File: src/rtl/mem_arbiter.sv
// Byte-serial RAM arbiter for IF fetches and MEM loads/stores; registered RAM outputs, 1-cycle done pulse.
// Optional ARB_ROUND_ROBIN_EN: alternate grants under contention instead of fixed MEM priority.
module mem_arbiter #(
  parameter int ADDR_W = 32
) (
  input  logic              clk,
  input  logic              rst,
  input  logic              if_req,
  input  logic [ADDR_W-1:0] if_addr,
  input  logic              if_flush,
  output logic [31:0]       if_data,
  output logic              if_done,
  input  logic [1:0]        mem_req,
  input  logic [ADDR_W-1:0] mem_addr,
  input  logic [1:0]        mem_size,
  input  logic [31:0]       mem_wdata,
  output logic [31:0]       mem_rdata,
  output logic              mem_done,
  input  logic [7:0]        ram_din,
  output logic [7:0]        ram_dout,
  output logic [ADDR_W-1:0] ram_a,
  output logic              ram_wr,
  output logic [1:0]        owner
);

  typedef enum logic [1:0] {IDLE, XFER, DONE} state_t;

  state_t            state_q, state_d;
  logic [2:0]        cyc_q, cyc_d;
  logic [ADDR_W-1:0] addr_q, addr_d;
  logic [31:0]       wdata_q, wdata_d;
  logic [1:0]        size_q, size_d;
  logic              is_if_q, is_if_d;
  logic              is_store_q, is_store_d;
  logic [31:0]       buf_q, buf_d;
  logic [31:0]       if_data_q, if_data_d;
  logic [31:0]       mem_rdata_q, mem_rdata_d;
  logic              if_done_q, if_done_d;
  logic              mem_done_q, mem_done_d;
  logic [ADDR_W-1:0] ram_a_q, ram_a_d;
  logic [7:0]        ram_dout_q, ram_dout_d;
  logic              ram_wr_q, ram_wr_d;
  logic [1:0]        owner_q, owner_d;
`ifdef ARB_ROUND_ROBIN_EN
  logic              last_mem_q, last_mem_d;
`endif

  logic       if_ok, mem_ok, grant_mem, finish;
  logic [2:0] n_bytes;
  logic [1:0] byte_sel;

  always_comb begin
    state_d     = state_q;
    cyc_d       = cyc_q;
    addr_d      = addr_q;
    wdata_d     = wdata_q;
    size_d      = size_q;
    is_if_d     = is_if_q;
    is_store_d  = is_store_q;
    buf_d       = buf_q;
    if_data_d   = if_data_q;
    mem_rdata_d = mem_rdata_q;
    if_done_d   = 1'b0;
    mem_done_d  = 1'b0;
    ram_a_d     = ram_a_q;
    ram_dout_d  = ram_dout_q;
    ram_wr_d    = ram_wr_q;
    owner_d     = owner_q;
`ifdef ARB_ROUND_ROBIN_EN
    last_mem_d  = last_mem_q;
`endif

    if_ok  = if_req && !if_flush;
    mem_ok = (mem_req != 2'b00);
`ifdef ARB_ROUND_ROBIN_EN
    grant_mem = mem_ok && (!if_ok || !last_mem_q);
`else
    grant_mem = mem_ok;
`endif

    if (is_if_q || size_q[1]) n_bytes = 3'd4;
    else if (size_q[0])       n_bytes = 3'd2;
    else                      n_bytes = 3'd1;

    // cyc_q counts cycles since grant; read byte k lands in cycle k+2.
    byte_sel = cyc_q[1:0] - 2'd2;
    finish   = is_store_q ? (cyc_q == n_bytes) : (cyc_q == 3'(n_bytes + 3'd1));

    case (state_q)
      IDLE: begin
        if (grant_mem || if_ok) begin
          is_if_d    = !grant_mem;
          is_store_d = grant_mem && (mem_req == 2'b10);
          addr_d     = grant_mem ? mem_addr : if_addr;
          size_d     = mem_size;
          wdata_d    = mem_wdata;
          buf_d      = 32'h0;
          cyc_d      = 3'd1;
          ram_a_d    = grant_mem ? mem_addr : if_addr;
          ram_wr_d   = grant_mem && (mem_req == 2'b10);
          ram_dout_d = grant_mem ? mem_wdata[7:0] : 8'h00;
          owner_d    = grant_mem ? 2'b10 : 2'b01;
          state_d    = XFER;
`ifdef ARB_ROUND_ROBIN_EN
          last_mem_d = grant_mem;
`endif
        end
      end
      XFER: begin
        if (is_if_q && if_flush) begin
          state_d  = IDLE;
          owner_d  = 2'b00;
          ram_wr_d = 1'b0;
          cyc_d    = 3'd0;
        end else begin
          cyc_d = cyc_q + 3'd1;
          if (cyc_q < n_bytes) begin
            ram_a_d    = addr_q + ADDR_W'(cyc_q);
            ram_wr_d   = is_store_q;
            ram_dout_d = wdata_q[{cyc_q[1:0], 3'b000} +: 8];
          end else begin
            ram_wr_d = 1'b0;
          end
          if (!is_store_q && cyc_q >= 3'd2)
            buf_d[{byte_sel, 3'b000} +: 8] = ram_din;
          if (finish) begin
            state_d  = DONE;
            owner_d  = 2'b00;
            ram_wr_d = 1'b0;
            cyc_d    = 3'd0;
            if (is_if_q) begin
              if_done_d = 1'b1;
              if_data_d = buf_d;
            end else begin
              mem_done_d = 1'b1;
              if (!is_store_q) mem_rdata_d = buf_d;
            end
          end
        end
      end
      default: state_d = IDLE;
    endcase
  end

  always_ff @(posedge clk) begin
    if (rst) begin
      state_q     <= IDLE;
      cyc_q       <= 3'd0;
      addr_q      <= '0;
      wdata_q     <= 32'h0;
      size_q      <= 2'b00;
      is_if_q     <= 1'b0;
      is_store_q  <= 1'b0;
      buf_q       <= 32'h0;
      if_data_q   <= 32'h0;
      mem_rdata_q <= 32'h0;
      if_done_q   <= 1'b0;
      mem_done_q  <= 1'b0;
      ram_a_q     <= '0;
      ram_dout_q  <= 8'h00;
      ram_wr_q    <= 1'b0;
      owner_q     <= 2'b00;
`ifdef ARB_ROUND_ROBIN_EN
      last_mem_q  <= 1'b0;
`endif
    end else begin
      state_q     <= state_d;
      cyc_q       <= cyc_d;
      addr_q      <= addr_d;
      wdata_q     <= wdata_d;
      size_q      <= size_d;
      is_if_q     <= is_if_d;
      is_store_q  <= is_store_d;
      buf_q       <= buf_d;
      if_data_q   <= if_data_d;
      mem_rdata_q <= mem_rdata_d;
      if_done_q   <= if_done_d;
      mem_done_q  <= mem_done_d;
      ram_a_q     <= ram_a_d;
      ram_dout_q  <= ram_dout_d;
      ram_wr_q    <= ram_wr_d;
      owner_q     <= owner_d;
`ifdef ARB_ROUND_ROBIN_EN
      last_mem_q  <= last_mem_d;
`endif
    end
  end

  assign if_data   = if_data_q;
  assign if_done   = if_done_q;
  assign mem_rdata = mem_rdata_q;
  assign mem_done  = mem_done_q;
  assign ram_a     = ram_a_q;
  assign ram_dout  = ram_dout_q;
  assign ram_wr    = ram_wr_q;
  assign owner     = owner_q;

endmodule
File: config.mk
export PLATFORM = sky130hd
export DESIGN_NAME = mem_arbiter
export DESIGN_NICKNAME = d
export VERILOG_FILES = /design/src/rtl/mem_arbiter.sv
export SDC_FILE = /design/constraint.sdc
export NUM_CORES = 1
export LEC_CHECK = 0
export CELL_PAD_IN_SITES_DETAIL_PLACEMENT = 1
export CELL_PAD_IN_SITES_GLOBAL_PLACEMENT = 2
export CORE_ASPECT_RATIO = 0.7
export CORE_UTILIZATION = 32
export DETAILED_ROUTE_END_ITERATION = 7
export PLACE_DENSITY_LB_ADDON = 0.08
export SETUP_SLACK_MARGIN = 0.5
export SYNTH_ARGS = -nofsm -noshare
export SYNTH_HDL_FRONTEND = slang
export SYNTH_SLANG_ARGS = --single-unit
File: constraint.sdc
create_clock -name clk -period 6.3 [get_ports clk]
set_clock_uncertainty 0.1 [all_clocks]
set_input_delay 0.63 -clock clk [delete_from_list [all_inputs] [get_ports clk]]
set_output_delay 0.63 -clock clk [all_outputs]
set_load 0.005 [all_outputs]
==> results.json <==
{
  "outcome": "finished with violations",
  "violations": "DRC",
  "slew_headroom_pct": 28.2,
  "cts-root-buf": "clkbuf_16",
  "gr-total-overflow": 0,
  "insertion_delay_ns": 0.51,
  "period_share_pct": 56.5,
  "ys_top_cells_by_count": "dfxtp_1 (214), nand2_1 (160), nor2_1 (127)",
  "core-area_um2": 28900,
  "ios": 221,
  "antenna_found_initial": 2,
  "hold_viol_final": 0,
  "seq_area_frac_synth_pct": 45.5,
  "final_nets": 1392,
  "synth_largest_area_cell": "dfxtp_1",
  "area_growth_pct": 33.9,
  "die_x_um": 207,
  "path_clk_slew_ns": 0.06,
  "wl_per_cell_um": 18.3,
  "synth_nets": 1212,
  "routabilityCongestion": 0.784,
  "synthTopCellsByArea": "dfxtp_1 (46%), nand2_1 (6.4%), a21oi_1 (5.8%)",
  "setup_viol": 0,
  "grt_pass1_wl_um": 47700,
  "p_per_area_nw_per_um2": 311,
  "vias": 8478,
  "tns_ns": 0,
  "power.static_leakage_nw": 4.49,
  "start_util_pct": 32.6,
  "place_inst": 1620,
  "syn_area_um2": 9410,
  "drt_wl_total_um": 30400,
  "rsz0062_at_grt": "no",
  "cts_tree": "yes",
  "syn_inst": 1087,
  "synth-edff-count": 0,
  "synth-main-ff-cell": "dfxtp_1",
  "hold_buffers": 0,
  "post_cts_buffers": 0,
  "ys_warn_count": 0,
  "yosysTopAreaCellShare_pct": 45.5,
  "crit_required_ns": 6.60,
  "first_pass_iters": 8,
  "grtUsageTotal_pct": 20.0,
  "synth-seq-cells": 214,
  "cts_num_sinks": 214,
  "final_max_slew_viol_count": 0,
  "drive_above_1_share_pct": 7.66,
  "grt_max_degree": 103,
  "htreeDepth": 1,
  "ant_nets": 0,
  "arrival_ns": 3.86,
  "worstPathMaxFanout": 22,
  "critPathLaunchType": "flop",
  "cts_buffers": 23,
  "hold_class": "reg2reg",
  "clockBufferDepth": 3,
  "die_area_um2": 30100,
  "fin_crit_ns": 3.56,
  "fmax_mhz": 281,
  "grt_pass1_vias": 8335,
  "async_reset_ff_share_pct": 0,
  "drc": 11,
  "path_class": "reg2reg",
  "via_per_inst": 5.11,
  "rows": 52,
  "die_y_um": 145,
  "place_hpwl_um": 20800,
  "fin_cells": 1658,
  "ys_types": 53,
  "port_buffers": 220,
  "cts_resized": 0,
  "worstMarginPinSlew_ns": 1.08,
  "antenna_cells": 0,
  "irDropWorstVdd_v": 0.000160,
  "synth_most_common_cell": "dfxtp_1",
  "endpoint_kind": "flop",
  "drt-initial-drc-count": 453,
  "cap_violations": 0,
  "syn_area_per_cell_um2": 8.66
}
-- registers in the layout (all words and copies together) (netlist names) --
register    flops
addr_q         32
ram_dout        8
ram_a          32
if_data        32
cyc_q           3
state_q         2
mem_rdata      32
if_done         1
size_q          2
mem_done        1
ram_wr          1
owner           2
buf_q          32
wdata_q        32
is_store_q      1
is_if_q         1
-- cell families (layout without fill, tap and decap cells) --
logic type	count (synthesis)	in the layout	synth area share, %
AND/OR/NAND/NOR	403	403	19.1
AO/OA/AOI/OAI	303	303	21.4
buffers and inverters	84	277	4.00
adder cells (fa/ha/maj)	13	13	1.81
XOR/XNOR	29	29	2.70
multiplexers	41	41	5.48
flip-flops	214	214	45.5
-- final cells by class --
cell class,count,area (um2)
inverter,7,26.3
multi-input combinational,789,4800
sequential,214,4280
clock buffer,32,669
clock inverter,6,57.6
fill,3360,16300
tap,378,473
timing repair buffer,232,2290
-- power by group --
group / internal [mW] / switching, mW
clock: 0.776 / 0.558
combinational: 0.439 / 0.516
sequential: 1.51 / 0.121
total: 2.72 / 1.19
-- stage by stage --
stage	hold slack, ns	util [%]	setup WS [ns]	instance area [um2]	total power, mW
global placement	0.334	41.1	2.81	11900	2.60
global route	0.370	43.6	2.43	12600	4.14
floorplan	0.325	-	3.83	9410	2.16
finish	0.349	43.6	2.74	12600	3.92
CTS	0.354	43.6	2.70	12600	3.97
detailed placement	0.344	41.1	2.73	11900	2.62
-- path summary, 6_finish.rpt --
path	from	to	slack, ns	cells after the start
setup / recovery	cyc_q[1]$_SDFFE_PP0P_	ram_a[25]$_SDFFE_PP0P_	2.74	7
hold / removal	ram_a[24]$_SDFFE_PP0P_	ram_a[24]$_SDFFE_PP0P_	0.35	2
setup reg to reg	cyc_q[1]$_SDFFE_PP0P_	ram_a[25]$_SDFFE_PP0P_	2.74	7
hold reg to reg	ram_a[24]$_SDFFE_PP0P_	ram_a[24]$_SDFFE_PP0P_	0.35	2
-- worst max-delay path, stage by stage, from the launching register on --
cell,delay (ns)
dfxtp_1,0.99
ha_1,0.38
nor2b_1,0.14
o31ai_1,0.51
a31o_2,0.66
nor2_1,0.32
a21oi_1,0.24
o21ai_0,0.10
-- cells in the final DEF (no fill, tap or decap), types with 23 or more instances in the layout --
cell type and count:
nand2_1 160, o21ai_0 59, mux2i_1 32, a21oi_1 109
clkbuf_16 23, dfxtp_1 214, a211oi_1 68, nor2_1 127
and3_1 40, clkdlybuf4s50_1 219, a211oi_2 28
-- metal layers --
| metal | vias up | track usage [%] | share of wire [%] |
|---|---|---|---|
| met2 | 153 | 28.6 | 41 |
| met3 | 37 | 3.18 | 4.7 |
| met4 | 4 | 3.98 | 1.9 |
| li1 | 4212 | - | - |
| met1 | 4072 | 31.1 | 52 |
| met5 | - | 0 | 0.082 |
Power figures use the tool's default switching activity.
